--- src/rtl/ex_muldiv_if.sv ---
// Handshake bundle between the ID/EX stage and the iterative RV32M multiply/divide unit.
// The master side is the pipeline; the slave side is the unit.
interface ex_muldiv_if #(
    parameter int DATA_WIDTH = 32
);
    logic                  E_Start;
    logic [2:0]            E_Funct3;
    logic [DATA_WIDTH-1:0] E_SrcA;
    logic [DATA_WIDTH-1:0] E_SrcB;
    logic                  E_Flush;
    logic                  E_Busy;
    logic                  E_Done;
    logic [DATA_WIDTH-1:0] E_MulDivResult;

    modport master (
        output E_Start, E_Funct3, E_SrcA, E_SrcB, E_Flush,
        input  E_Busy, E_Done, E_MulDivResult
    );

    modport slave (
        input  E_Start, E_Funct3, E_SrcA, E_SrcB, E_Flush,
        output E_Busy, E_Done, E_MulDivResult
    );
endinterface

--- src/rtl/ex_muldiv_unit.sv ---
// Iterative RV32M multiply/divide: 32 shift-add or restoring-divide steps on operand magnitudes,
// sign fix-up when the result is registered. Divide-by-zero and signed overflow finish in one cycle.
//
// state  | meaning
// S_IDLE | waiting for E_Start; launch cycle raises E_Busy combinationally
// S_CALC | one multiply/divide iteration per cycle, cnt_q 0..31
// S_DONE | E_Done pulse, result valid; always returns to S_IDLE
module ex_muldiv_unit #(
    parameter int DATA_WIDTH = 32
) (
    input  logic          clk,
    input  logic          rst,
    ex_muldiv_if.slave    mdu
);
    typedef enum logic [1:0] {S_IDLE, S_CALC, S_DONE} state_t;

    state_t                  state_q;
    logic [2:0]              funct3_q;
    logic                    sign_a_q;
    logic                    sign_b_q;
    logic [DATA_WIDTH-1:0]   opd_q;
    logic [2*DATA_WIDTH-1:0] acc_q;
    logic [4:0]              cnt_q;
    logic [DATA_WIDTH-1:0]   result_q;

    logic                    is_div;
    logic                    signed_a;
    logic                    signed_b;
    logic                    a_neg;
    logic                    b_neg;
    logic [DATA_WIDTH-1:0]   a_mag;
    logic [DATA_WIDTH-1:0]   b_mag;
    logic                    div_zero;
    logic                    div_ovf;
    logic [DATA_WIDTH-1:0]   special_res;

    logic [DATA_WIDTH:0]     mul_sum;
    logic [2*DATA_WIDTH-1:0] mul_next;
    logic [DATA_WIDTH:0]     div_trial;
    logic [2*DATA_WIDTH-1:0] div_next;
    logic [2*DATA_WIDTH-1:0] acc_step;
    logic [2*DATA_WIDTH-1:0] prod_fix;
    logic [DATA_WIDTH-1:0]   quo;
    logic [DATA_WIDTH-1:0]   rem;
    logic [DATA_WIDTH-1:0]   final_res;

    // MULHSU treats only rs1 as signed; the unsigned forms all have funct3[0]=1 except MULH.
    always_comb begin
        is_div   = mdu.E_Funct3[2];
        signed_a = ~mdu.E_Funct3[0] | (mdu.E_Funct3 == 3'b001);
        signed_b = signed_a & (mdu.E_Funct3 != 3'b010);
        a_neg    = signed_a & mdu.E_SrcA[DATA_WIDTH-1];
        b_neg    = signed_b & mdu.E_SrcB[DATA_WIDTH-1];
        a_mag    = a_neg ? -mdu.E_SrcA : mdu.E_SrcA;
        b_mag    = b_neg ? -mdu.E_SrcB : mdu.E_SrcB;
        div_zero = is_div & (mdu.E_SrcB == '0);
        div_ovf  = is_div & ~mdu.E_Funct3[0]
                 & (mdu.E_SrcA == 32'h8000_0000) & (mdu.E_SrcB == 32'hFFFF_FFFF);
        if (div_zero)
            special_res = mdu.E_Funct3[1] ? mdu.E_SrcA : '1;
        else
            special_res = mdu.E_Funct3[1] ? '0 : 32'h8000_0000;
    end

    // Multiply keeps the multiplier in acc low half and shifts it out as the product shifts in;
    // divide keeps {remainder, dividend/quotient} in acc with the divisor in opd_q.
    always_comb begin
        mul_sum   = {1'b0, acc_q[2*DATA_WIDTH-1:DATA_WIDTH]} + (acc_q[0] ? {1'b0, opd_q} : '0);
        mul_next  = {mul_sum, acc_q[DATA_WIDTH-1:1]};
        div_trial = acc_q[2*DATA_WIDTH-1:DATA_WIDTH-1] - {1'b0, opd_q};
        if (!div_trial[DATA_WIDTH])
            div_next = {div_trial[DATA_WIDTH-1:0], acc_q[DATA_WIDTH-2:0], 1'b1};
        else
            div_next = {acc_q[2*DATA_WIDTH-2:0], 1'b0};
        acc_step  = funct3_q[2] ? div_next : mul_next;
        prod_fix  = (sign_a_q ^ sign_b_q) ? -acc_step : acc_step;
        quo       = acc_step[DATA_WIDTH-1:0];
        rem       = acc_step[2*DATA_WIDTH-1:DATA_WIDTH];
        case (funct3_q)
            3'b000:  final_res = prod_fix[DATA_WIDTH-1:0];
            3'b100:  final_res = (sign_a_q ^ sign_b_q) ? -quo : quo;
            3'b101:  final_res = quo;
            3'b110:  final_res = sign_a_q ? -rem : rem;
            3'b111:  final_res = rem;
            default: final_res = prod_fix[2*DATA_WIDTH-1:DATA_WIDTH];
        endcase
    end

    always_ff @(posedge clk or posedge rst) begin
        if (rst) begin
            state_q  <= S_IDLE;
            funct3_q <= '0;
            sign_a_q <= 1'b0;
            sign_b_q <= 1'b0;
            opd_q    <= '0;
            acc_q    <= '0;
            cnt_q    <= '0;
            result_q <= '0;
        end else if (mdu.E_Flush) begin
            state_q <= S_IDLE;
        end else begin
            case (state_q)
                S_IDLE: begin
                    if (mdu.E_Start) begin
                        funct3_q <= mdu.E_Funct3;
                        sign_a_q <= a_neg;
                        sign_b_q <= b_neg;
                        cnt_q    <= '0;
                        if (div_zero || div_ovf) begin
                            result_q <= special_res;
                            acc_q    <= '0;
                            state_q  <= S_DONE;
                        end else begin
                            opd_q   <= is_div ? b_mag : a_mag;
                            acc_q   <= {{DATA_WIDTH{1'b0}}, (is_div ? a_mag : b_mag)};
                            state_q <= S_CALC;
                        end
                    end
                end
                S_CALC: begin
                    acc_q <= acc_step;
                    cnt_q <= cnt_q + 5'd1;
                    if (cnt_q == 5'd31) begin
                        result_q <= final_res;
                        state_q  <= S_DONE;
                    end
                end
                S_DONE:  state_q <= S_IDLE;
                default: state_q <= S_IDLE;
            endcase
        end
    end

    // Busy is gated by rst so the stall request drops the instant reset is applied.
    assign mdu.E_Busy = ~rst & (((state_q == S_IDLE) & mdu.E_Start & ~mdu.E_Flush)
                              | (state_q == S_CALC));
    assign mdu.E_Done         = (state_q == S_DONE);
    assign mdu.E_MulDivResult = result_q;
endmodule

--- src/flat_wrapper.sv ---
// flat-port wrapper written by rule: the top's interface ports become plain ports
module ex_muldiv_unit_flat 
#(
    parameter int DATA_WIDTH = 32
)
  (clk, rst, mdu_E_Start, mdu_E_Funct3, mdu_E_SrcA, mdu_E_SrcB, mdu_E_Flush, mdu_E_Busy, mdu_E_Done, mdu_E_MulDivResult);
  ex_muldiv_if #(.DATA_WIDTH(DATA_WIDTH)) mdu_i ();
  input  logic clk;
  input  logic rst;
  input wire logic [$bits(mdu_i.E_Start)-1:0] mdu_E_Start;
  input wire logic [$bits(mdu_i.E_Funct3)-1:0] mdu_E_Funct3;
  input wire logic [$bits(mdu_i.E_SrcA)-1:0] mdu_E_SrcA;
  input wire logic [$bits(mdu_i.E_SrcB)-1:0] mdu_E_SrcB;
  input wire logic [$bits(mdu_i.E_Flush)-1:0] mdu_E_Flush;
  output wire logic [$bits(mdu_i.E_Busy)-1:0] mdu_E_Busy;
  output wire logic [$bits(mdu_i.E_Done)-1:0] mdu_E_Done;
  output wire logic [$bits(mdu_i.E_MulDivResult)-1:0] mdu_E_MulDivResult;
  assign mdu_i.E_Start = mdu_E_Start;
  assign mdu_i.E_Funct3 = mdu_E_Funct3;
  assign mdu_i.E_SrcA = mdu_E_SrcA;
  assign mdu_i.E_SrcB = mdu_E_SrcB;
  assign mdu_i.E_Flush = mdu_E_Flush;
  assign mdu_E_Busy = mdu_i.E_Busy;
  assign mdu_E_Done = mdu_i.E_Done;
  assign mdu_E_MulDivResult = mdu_i.E_MulDivResult;
  ex_muldiv_unit #(.DATA_WIDTH(DATA_WIDTH)) u_core (.clk(clk), .rst(rst), .mdu(mdu_i));
endmodule
--- config.mk ---
export PLATFORM = sky130hd
export DESIGN_NAME = ex_muldiv_unit_flat
export DESIGN_NICKNAME = d
export VERILOG_FILES = /design/src/rtl/ex_muldiv_if.sv /design/src/rtl/ex_muldiv_unit.sv /design/src/flat_wrapper.sv
export SDC_FILE = /design/constraint.sdc
export NUM_CORES = 1
export LEC_CHECK = 0
export BUFFER_PORTS_ARGS = -buffer_cell sky130_fd_sc_hd__buf_2
export CAP_MARGIN = 30
export CORE_MARGIN = 8
export CORE_UTILIZATION = 51
export DETAILED_ROUTE_END_ITERATION = 8
export GPL_TIMING_DRIVEN = 0
export PLACE_DENSITY_LB_ADDON = 0.2
export SYNTH_ARGS = -nofsm -noshare
export SYNTH_HDL_FRONTEND = slang
export SYNTH_SLANG_ARGS = --single-unit
--- constraint.sdc ---
create_clock -name clk -period 7 [get_ports clk]
set_clock_uncertainty 0.05 [all_clocks]
set_input_delay 0 -clock clk [delete_from_list [all_inputs] [get_ports clk]]
set_output_delay 0 -clock clk [all_outputs]
set_load 0.01 [all_outputs]
==> impl_metrics.env, run 1 <==
export IMPL_clk_latency_ps=470
export IMPL_finalHoldViolCount=0
export IMPL_multi_input_area_um2=12200
export IMPL_syn_inst=2301
export IMPL_relSlewSlack_pct=28.1
export IMPL_layout_min_cycle_time_ps=6760
export IMPL_synth_top_family_by_area="compound AO/OA/AOI/OAI gates"
export IMPL_setup_viol=0
export IMPL_critPathSlowestCell="dfrtp_1"
export IMPL_cp_common_cell="o21ai_0"
export IMPL_start_kind="flip-flop"
export IMPL_final_core_util_pct=57.3
export IMPL_p_comb_share_pct=69.8
export IMPL_min_from="mdu_E_SrcB[27]"
export IMPL_drt_iter0_markers=2915
export IMPL_worstPathMaxFanout=10
export IMPL_tns_ps=0
export IMPL_final_nets=2595
export IMPL_drt_pass1_iterations=8
export IMPL_ys_warnings_count=0
export IMPL_ir_worst_vdd_v=0.000236
export IMPL_cellLeakagePower_nw=7.62
export IMPL_ys_flop_type="dfrtp_1"
export IMPL_grt_pass1_wl_mm=122
export IMPL_critPathMaxStageDelay_ps=490
export IMPL_numCtsBuffers=17
export IMPL_maxSlewViolCount=0
export IMPL_r2r_start="u_core.acc_q[31]"
export IMPL_synth_adder_area_share_pct=5.61
export IMPL_vias=20000
export IMPL_cap_violations=0
export IMPL_pwr_share_clk_pct=12.9
export IMPL_drcViolationCount=0
export IMPL_drt_wl_total_mm=83.1
export IMPL_hold_class="input port to flip-flop"
export IMPL_antenna_found_initial=2
export IMPL_end_kind="flip-flop"
export IMPL_cts_tree="done"
export IMPL_final_area_um2=18500
export IMPL_dp_cells=2822
export IMPL_startpoint="u_core.acc_q[31]"
export IMPL_power_mw=7.20
export IMPL_critPathRequiredTime_ps=7280
export IMPL_synth_seq_cells=140
export IMPL_clock_path_buffers=2
export IMPL_yosys_area_share_xor_xnor_pct=9.69
export IMPL_core_area_um2=32200
export IMPL_cts_sinks=140
export IMPL_power_switching_mw=4.12
export IMPL_p_per_area_nw_per_um2=390
export IMPL_synth_cell_types=102
export IMPL_die_y_um=196
export IMPL_synthesis_area_um2=16500
export IMPL_avgSynthCellArea_um2=7.19
export IMPL_routedWlPerCell_um=28.9
export IMPL_share_seq_of_total_power_pct=17.3
export IMPL_place_congestion=1.07
export IMPL_final_cells=2872
export IMPL_antenna_cells=0
export IMPL_synth_area_leaders="dfrtp_1, o21ai_0, nand2_1"
export IMPL_grt_max_degree=72
export IMPL_dp_slack_ps=-123
export IMPL_fin_crit_sh_pct=96.6
export IMPL_outcome="finished, final reports clean"
export IMPL_io_pins=105
export IMPL_yosys_mux_area_fraction_pct=2.87
export IMPL_syn_nets=2445
export IMPL_grt_util_all_layers_pct=42.1
export IMPL_dp_hpwl_mm=66.5
export IMPL_start_util_pct=51.4
export IMPL_grt_overflow=0
export IMPL_rows=66
export IMPL_port_buffer_count=103
export IMPL_ant_nets=0
export IMPL_crit_type="flip-flop to flip-flop"
export IMPL_routed_via_density=6.97
export IMPL_cts_root_buf="clkbuf_16"
export IMPL_synthArstFlopShare_pct=100
export IMPL_synth_simple_gate_area_share_pct=22.6
export IMPL_regArea_um2=3500
export IMPL_critPathArrivalTime_ps=7040
export IMPL_dpl_cell_area_um2=17700
export IMPL_drive_above_1_share_pct=10.1
export IMPL_max_freq_ghz=0.148
export IMPL_clkTransAtPathRegs_ps=70
export IMPL_synth_top_cell_by_area="dfrtp_1"
export IMPL_p_int_mw=3.08
export IMPL_ys_seq_area_share_pct=21.2
export IMPL_fill_cells=3071
export IMPL_power_switching_share_pct=57.3
export IMPL_worst_path_buf_inv=5
export IMPL_rsz0062_at_grt="no"
export IMPL_cpLargestDelayFamily="compound AO/OA/AOI/OAI gates"
export IMPL_die_x_um=196
export IMPL_synth_compound_gate_area_share_pct=32.5
export IMPL_grt_pass1_vias=18800
export IMPL_design_die_area_um2=38500
export IMPL_syn2layout_area_growth_pct=11.6
export IMPL_finalWorstSetupSlack_ps=236
export IMPL_holdWs_ps=34.9
export IMPL_worst_slew_pin_slew_ps=1080
export IMPL_h_tree_depth=4
export IMPL_synth_edff_count=0
export IMPL_netlist_area_leader_share_pct=21.2
cell usage in the layout, fill, tap and decap left out, types with 45 or more instances in the layout:
master,instances
inv_1,79
nand2_1,271
a31oi_1,55
o21ai_0,259
xor2_1,82
ha_1,71
nor3_1,50
a21oi_1,202
nand3_1,45
xnor2_1,101
buf_2,124
clkbuf_1,105
dfrtp_1,140
nor2_1,218
power groups by stage:
stage          Clock [mW]  Sequential, mW  Combinational (mW)
6_report            0.929            1.25                5.02
4_1_cts             0.922            1.22                4.75
5_1_grt             0.956            1.25                5.27
2_1_floorplan           0            1.11                3.24
3_5_place_dp            0            1.23                4.71
3_3_place_gp            0            1.22                4.63
what timing repair did:
item,4_1_cts,5_1_grt
hold endpoints to repair,83,0
hold buffers,16,0
resized for setup,1,3
setup endpoints to repair,5,10
pin swaps,0,1
buffers inserted,0,2
worst register-to-register path, stage by stage, from the launching register on:
cell       delay [ps]
dfrtp_1           490
inv_1             120
ha_1              180
inv_1              60
fa_1              440
a211oi_2          290
o21ai_4           120
o221ai_4          310
a21boi_4          210
nor3_4            320
nor2_4            100
buf_1             370
a21oi_4           390
ha_1              310
and3_1            190
o211a_1           230
o2111ai_1         270
nor4_1            310
buf_2             230
nor2b_1           140
buf_2             250
nand3_1           270
o21ai_0           330
xnor2_1            90
o21ai_0           420
o21ai_0           150
flip-flops by register name (all words and copies together) (netlist names):
signal	cells
u_core.opd_q	32
u_core.sign_a_q	1
u_core.state_q	2
u_core.mdu.E_MulDivResult	32
u_core.sign_b_q	1
u_core.cnt_q	5
u_core.funct3_q	3
u_core.acc_q	64
cells by family (layout without fill, tap and decap cells):
group / count (synthesis) / after routing
AO/OA/AOI/OAI: 845 / 845
AND/OR/NAND/NOR: 788 / 788
buffers and inverters: 226 / 389
XOR/XNOR: 183 / 183
flip-flops: 140 / 140
adder cells (fa/ha/maj): 73 / 73
multiplexers: 46 / 46
cell type report:
class / instances / area share, %
plain buffers: 142 / 3.25
clock buffers: 19 / 2.35
clock inverters: 13 / 0.725
inverters: 82 / 1.70
multi-input cells: 1935 / 65.9
flip-flops and latches: 140 / 19.0
well taps: 408 / 2.77
repair buffers: 133 / 4.35
layer usage:
metal	share of wire (%)	routed length, um	GRT usage (%)
met3	14	12000	15.1
met2	41	33700	60.4
met1	39	32200	54.5
met5	0.036	30	0
met4	6.2	5120	22.4
cells in the mapped netlist (19+ instances only):
library cell / instances
and2_1: 41
o211ai_1: 41
clkbuf_1: 104
o21ai_0: 259
nor2_1: 218
nor4_1: 21
nor3_1: 50
a211oi_1: 22
nand2_1: 271
dfrtp_1: 140
xnor2_1: 101
a21o_1: 26
mux2i_1: 35
a31oi_1: 56
o31ai_1: 29
inv_1: 80
nand4_1: 32
buf_2: 19
ha_1: 71
nand3_1: 45
xor2_1: 82
a21oi_1: 203
path summary, 6_finish.rpt:
path	end	depth (start not counted)	slack, ps
max in group asynchronous	u_core.mdu.E_MulDivResult[31]	4	5880
worst min register to register	u_core.mdu.E_MulDivResult[1]	2	430
worst max register to register	u_core.mdu.E_MulDivResult[22]	25	240
worst max-delay path	u_core.mdu.E_MulDivResult[22]	25	240
worst min-delay path	u_core.opd_q[27]	4	30
min in group asynchronous	u_core.opd_q[7]	3	180
Power figures use the tool's default switching activity.
==> inputs of run 2 (changes only) <==
--- a/config.mk
+++ b/config.mk
@@ -5,7 +5,7 @@
 export SDC_FILE = /design/constraint.sdc
 export NUM_CORES = 1
 export LEC_CHECK = 0
-export BUFFER_PORTS_ARGS = -buffer_cell sky130_fd_sc_hd__buf_2
+export BUFFER_PORTS_ARGS = -buffer_cell sky130_fd_sc_hd__clkbuf_2
 export CAP_MARGIN = 30
 export CORE_MARGIN = 8
 export CORE_UTILIZATION = 51
==> run 2 against run 1 <==
Compared with the run above:
- cell area is 0.25% higher
- global-route usage is 0.49 points lower
- largest cell class unchanged
- clock power is 0.4% lower
- sequential power hardly changed
==> impl_metrics.env, run 2 (same netlist as run 1, synthesis figures left out) <==
export IMPL_outcome="finished, final reports clean"
export IMPL_io_pins=105
export IMPL_design_die_area_um2=38500
export IMPL_finalHoldViolCount=0
export IMPL_numCtsBuffers=17
export IMPL_dpl_cell_area_um2=17700
export IMPL_drt_wl_total_mm=82.5
export IMPL_syn2layout_area_growth_pct=11.8
export IMPL_cp_common_cell="buf_2"
export IMPL_final_area_um2=18500
export IMPL_ir_worst_vdd_v=0.000218
export IMPL_hold_class="input port to flip-flop"
export IMPL_cts_root_buf="clkbuf_16"
export IMPL_cpLargestDelayFamily="buffers and inverters"
export IMPL_drive_above_1_share_pct=10.3
export IMPL_clk_latency_ps=470
export IMPL_grt_pass1_wl_mm=120
export IMPL_final_nets=2598
export IMPL_grt_pass1_vias=18400
export IMPL_clock_path_buffers=2
export IMPL_worst_path_buf_inv=11
export IMPL_cap_violations=0
export IMPL_grt_util_all_layers_pct=41.6
export IMPL_port_buffer_count=103
export IMPL_clkTransAtPathRegs_ps=70
export IMPL_dp_cells=2822
export IMPL_layout_min_cycle_time_ps=6860
export IMPL_tns_ps=0
export IMPL_die_x_um=196
export IMPL_fill_cells=3081
export IMPL_ant_nets=0
export IMPL_critPathArrivalTime_ps=7140
export IMPL_drt_iter0_markers=3002
export IMPL_end_kind="flip-flop"
export IMPL_routedWlPerCell_um=28.7
export IMPL_critPathRequiredTime_ps=7280
export IMPL_critPathSlowestCell="clkbuf_1"
export IMPL_most_common_layout_cells="nand2_1, o21ai_0, nor2_1"
export IMPL_maxSlewViolCount=0
export IMPL_p_per_area_nw_per_um2=387
export IMPL_drcViolationCount=0
export IMPL_relSlewSlack_pct=26.5
export IMPL_rrSetupSlack_ps=140
export IMPL_cts_tree="done"
export IMPL_grt_max_degree=81
export IMPL_antenna_cells=0
export IMPL_start_kind="flip-flop"
export IMPL_die_y_um=196
export IMPL_cp_cell_sequence="buf_2 > buf_4 > buf_2 > buf_2 > clkbuf_1 > buf_2 > buf_2 > clkbuf_2 > clkbuf_2 > a31oi_1 > inv_1 > ha_1 > o311ai_1 > nor4_4 > buf_2 > nand3_1 > o31ai_1 > xnor2_1 > o21ai_0 > o21ai_0"
export IMPL_core_area_um2=32200
export IMPL_drt_pass1_iterations=8
export IMPL_worstPathMaxFanout=10
export IMPL_h_tree_depth=4
export IMPL_grt_overflow=0
export IMPL_critPathMaxStageDelay_ps=620
export IMPL_largest_reg_flops=64
export IMPL_routed_via_density=6.93
export IMPL_place_congestion=1.07
export IMPL_largest_register="u_core.acc_q"
export IMPL_cts_sinks=140
export IMPL_fin_crit_sh_pct=98.0
export IMPL_rsz0062_at_grt="no"
export IMPL_antenna_found_initial=5
export IMPL_setup_viol=0
export IMPL_worst_slew_pin_slew_ps=1100
export IMPL_layout_commonest_cell="nand2_1"
export IMPL_rows=66
export IMPL_final_cells=2875
export IMPL_crit_type="flip-flop to flip-flop"
export IMPL_start_util_pct=51.4
export IMPL_vias=19900
export IMPL_dp_hpwl_mm=65.8
export IMPL_max_freq_ghz=0.146
export IMPL_cellLeakagePower_nw=7.64
[run 2: cell count changes in the layout (fill, tap and decap cells not counted), moves of 2 or more]
cell	change
inv_8	+2
clkbuf_2	+105
buf_2	-104
clkbuf_1	-2
clkinv_8	+2
[run 2: where the power goes]
group / switching, mW / internal (mW)
combinational: 3.37 / 1.61
sequential: 0.293 / 0.964
clock: 0.452 / 0.473
[run 2: what timing repair did]
| item | CTS | global route |
|---|---|---|
| pin swaps | 0 | 2 |
| endpoints found under the setup margin | 14 | 12 |
| gates cloned | 0 | 0 |
| hold endpoints to repair | 74 | 0 |
| hold buffers | 16 | 0 |
| resized for setup | 4 | 5 |
| buffers inserted | 0 | 2 |
[run 2: cell type report]
class	instances	area (um^2)	area share [%]
multi-input cells	1935	12200	65.8
flip-flops and latches	140	3500	18.9
repair buffers	135	825	4.46
plain buffers	143	606	3.27
well taps	408	510	2.76
clock buffers	17	425	2.30
inverters	82	313	1.69
clock inverters	15	151	0.818
[run 2: path summary, 6_finish.rpt]
path,cells after the start,end,start
setup / recovery,20,u_core.mdu.E_MulDivResult[16],u_core.funct3_q[2]
hold / removal,5,u_core.opd_q[28],mdu_E_SrcB[28]
setup reg to reg,20,u_core.mdu.E_MulDivResult[16],u_core.funct3_q[2]
hold reg to reg,2,u_core.mdu.E_MulDivResult[0],u_core.mdu.E_MulDivResult[0]
max in group asynchronous,4,u_core.mdu.E_MulDivResult[23],rst
min in group asynchronous,3,u_core.opd_q[0],rst
[run 2: stage by stage]
| step | hold slack (ps) | utilization [%] | power, mW | setup WS, ps |
|---|---|---|---|---|
| detailed placement | 107 | 54.8 | 5.91 | -376 |
| finish | 12.3 | 57.4 | 7.15 | 139 |
| global route | 52.6 | 57.4 | 7.42 | 129 |
| global placement | 244 | 54.5 | 5.83 | -292 |
| floorplan | 0.262 | - | 4.35 | 1560 |
| CTS | 5.55 | 57.2 | 6.86 | 84.3 |
[run 2: routing by layer]
layer	vias up	wire, um	GRT usage [%]
met5	-	30	0.528
met4	6	4650	21.2
met3	239	11400	12.7
met2	1476	34400	60.9
met1	9460	32000	54.5
li1	8755	-	-
[run 2: worst register-to-register path, cell delays in order (launching register included)]
cell and delay, ps:
dfrtp_1 310, buf_2 160, buf_4 250, buf_2 410, buf_2 370, clkbuf_1 630
buf_2 440, buf_2 370, clkbuf_2 400, clkbuf_2 420, a31oi_1 330, inv_1 160
ha_1 230, o311ai_1 250, nor4_4 470, buf_2 330, nand3_1 170, o31ai_1 280
xnor2_1 100, o21ai_0 460, o21ai_0 140
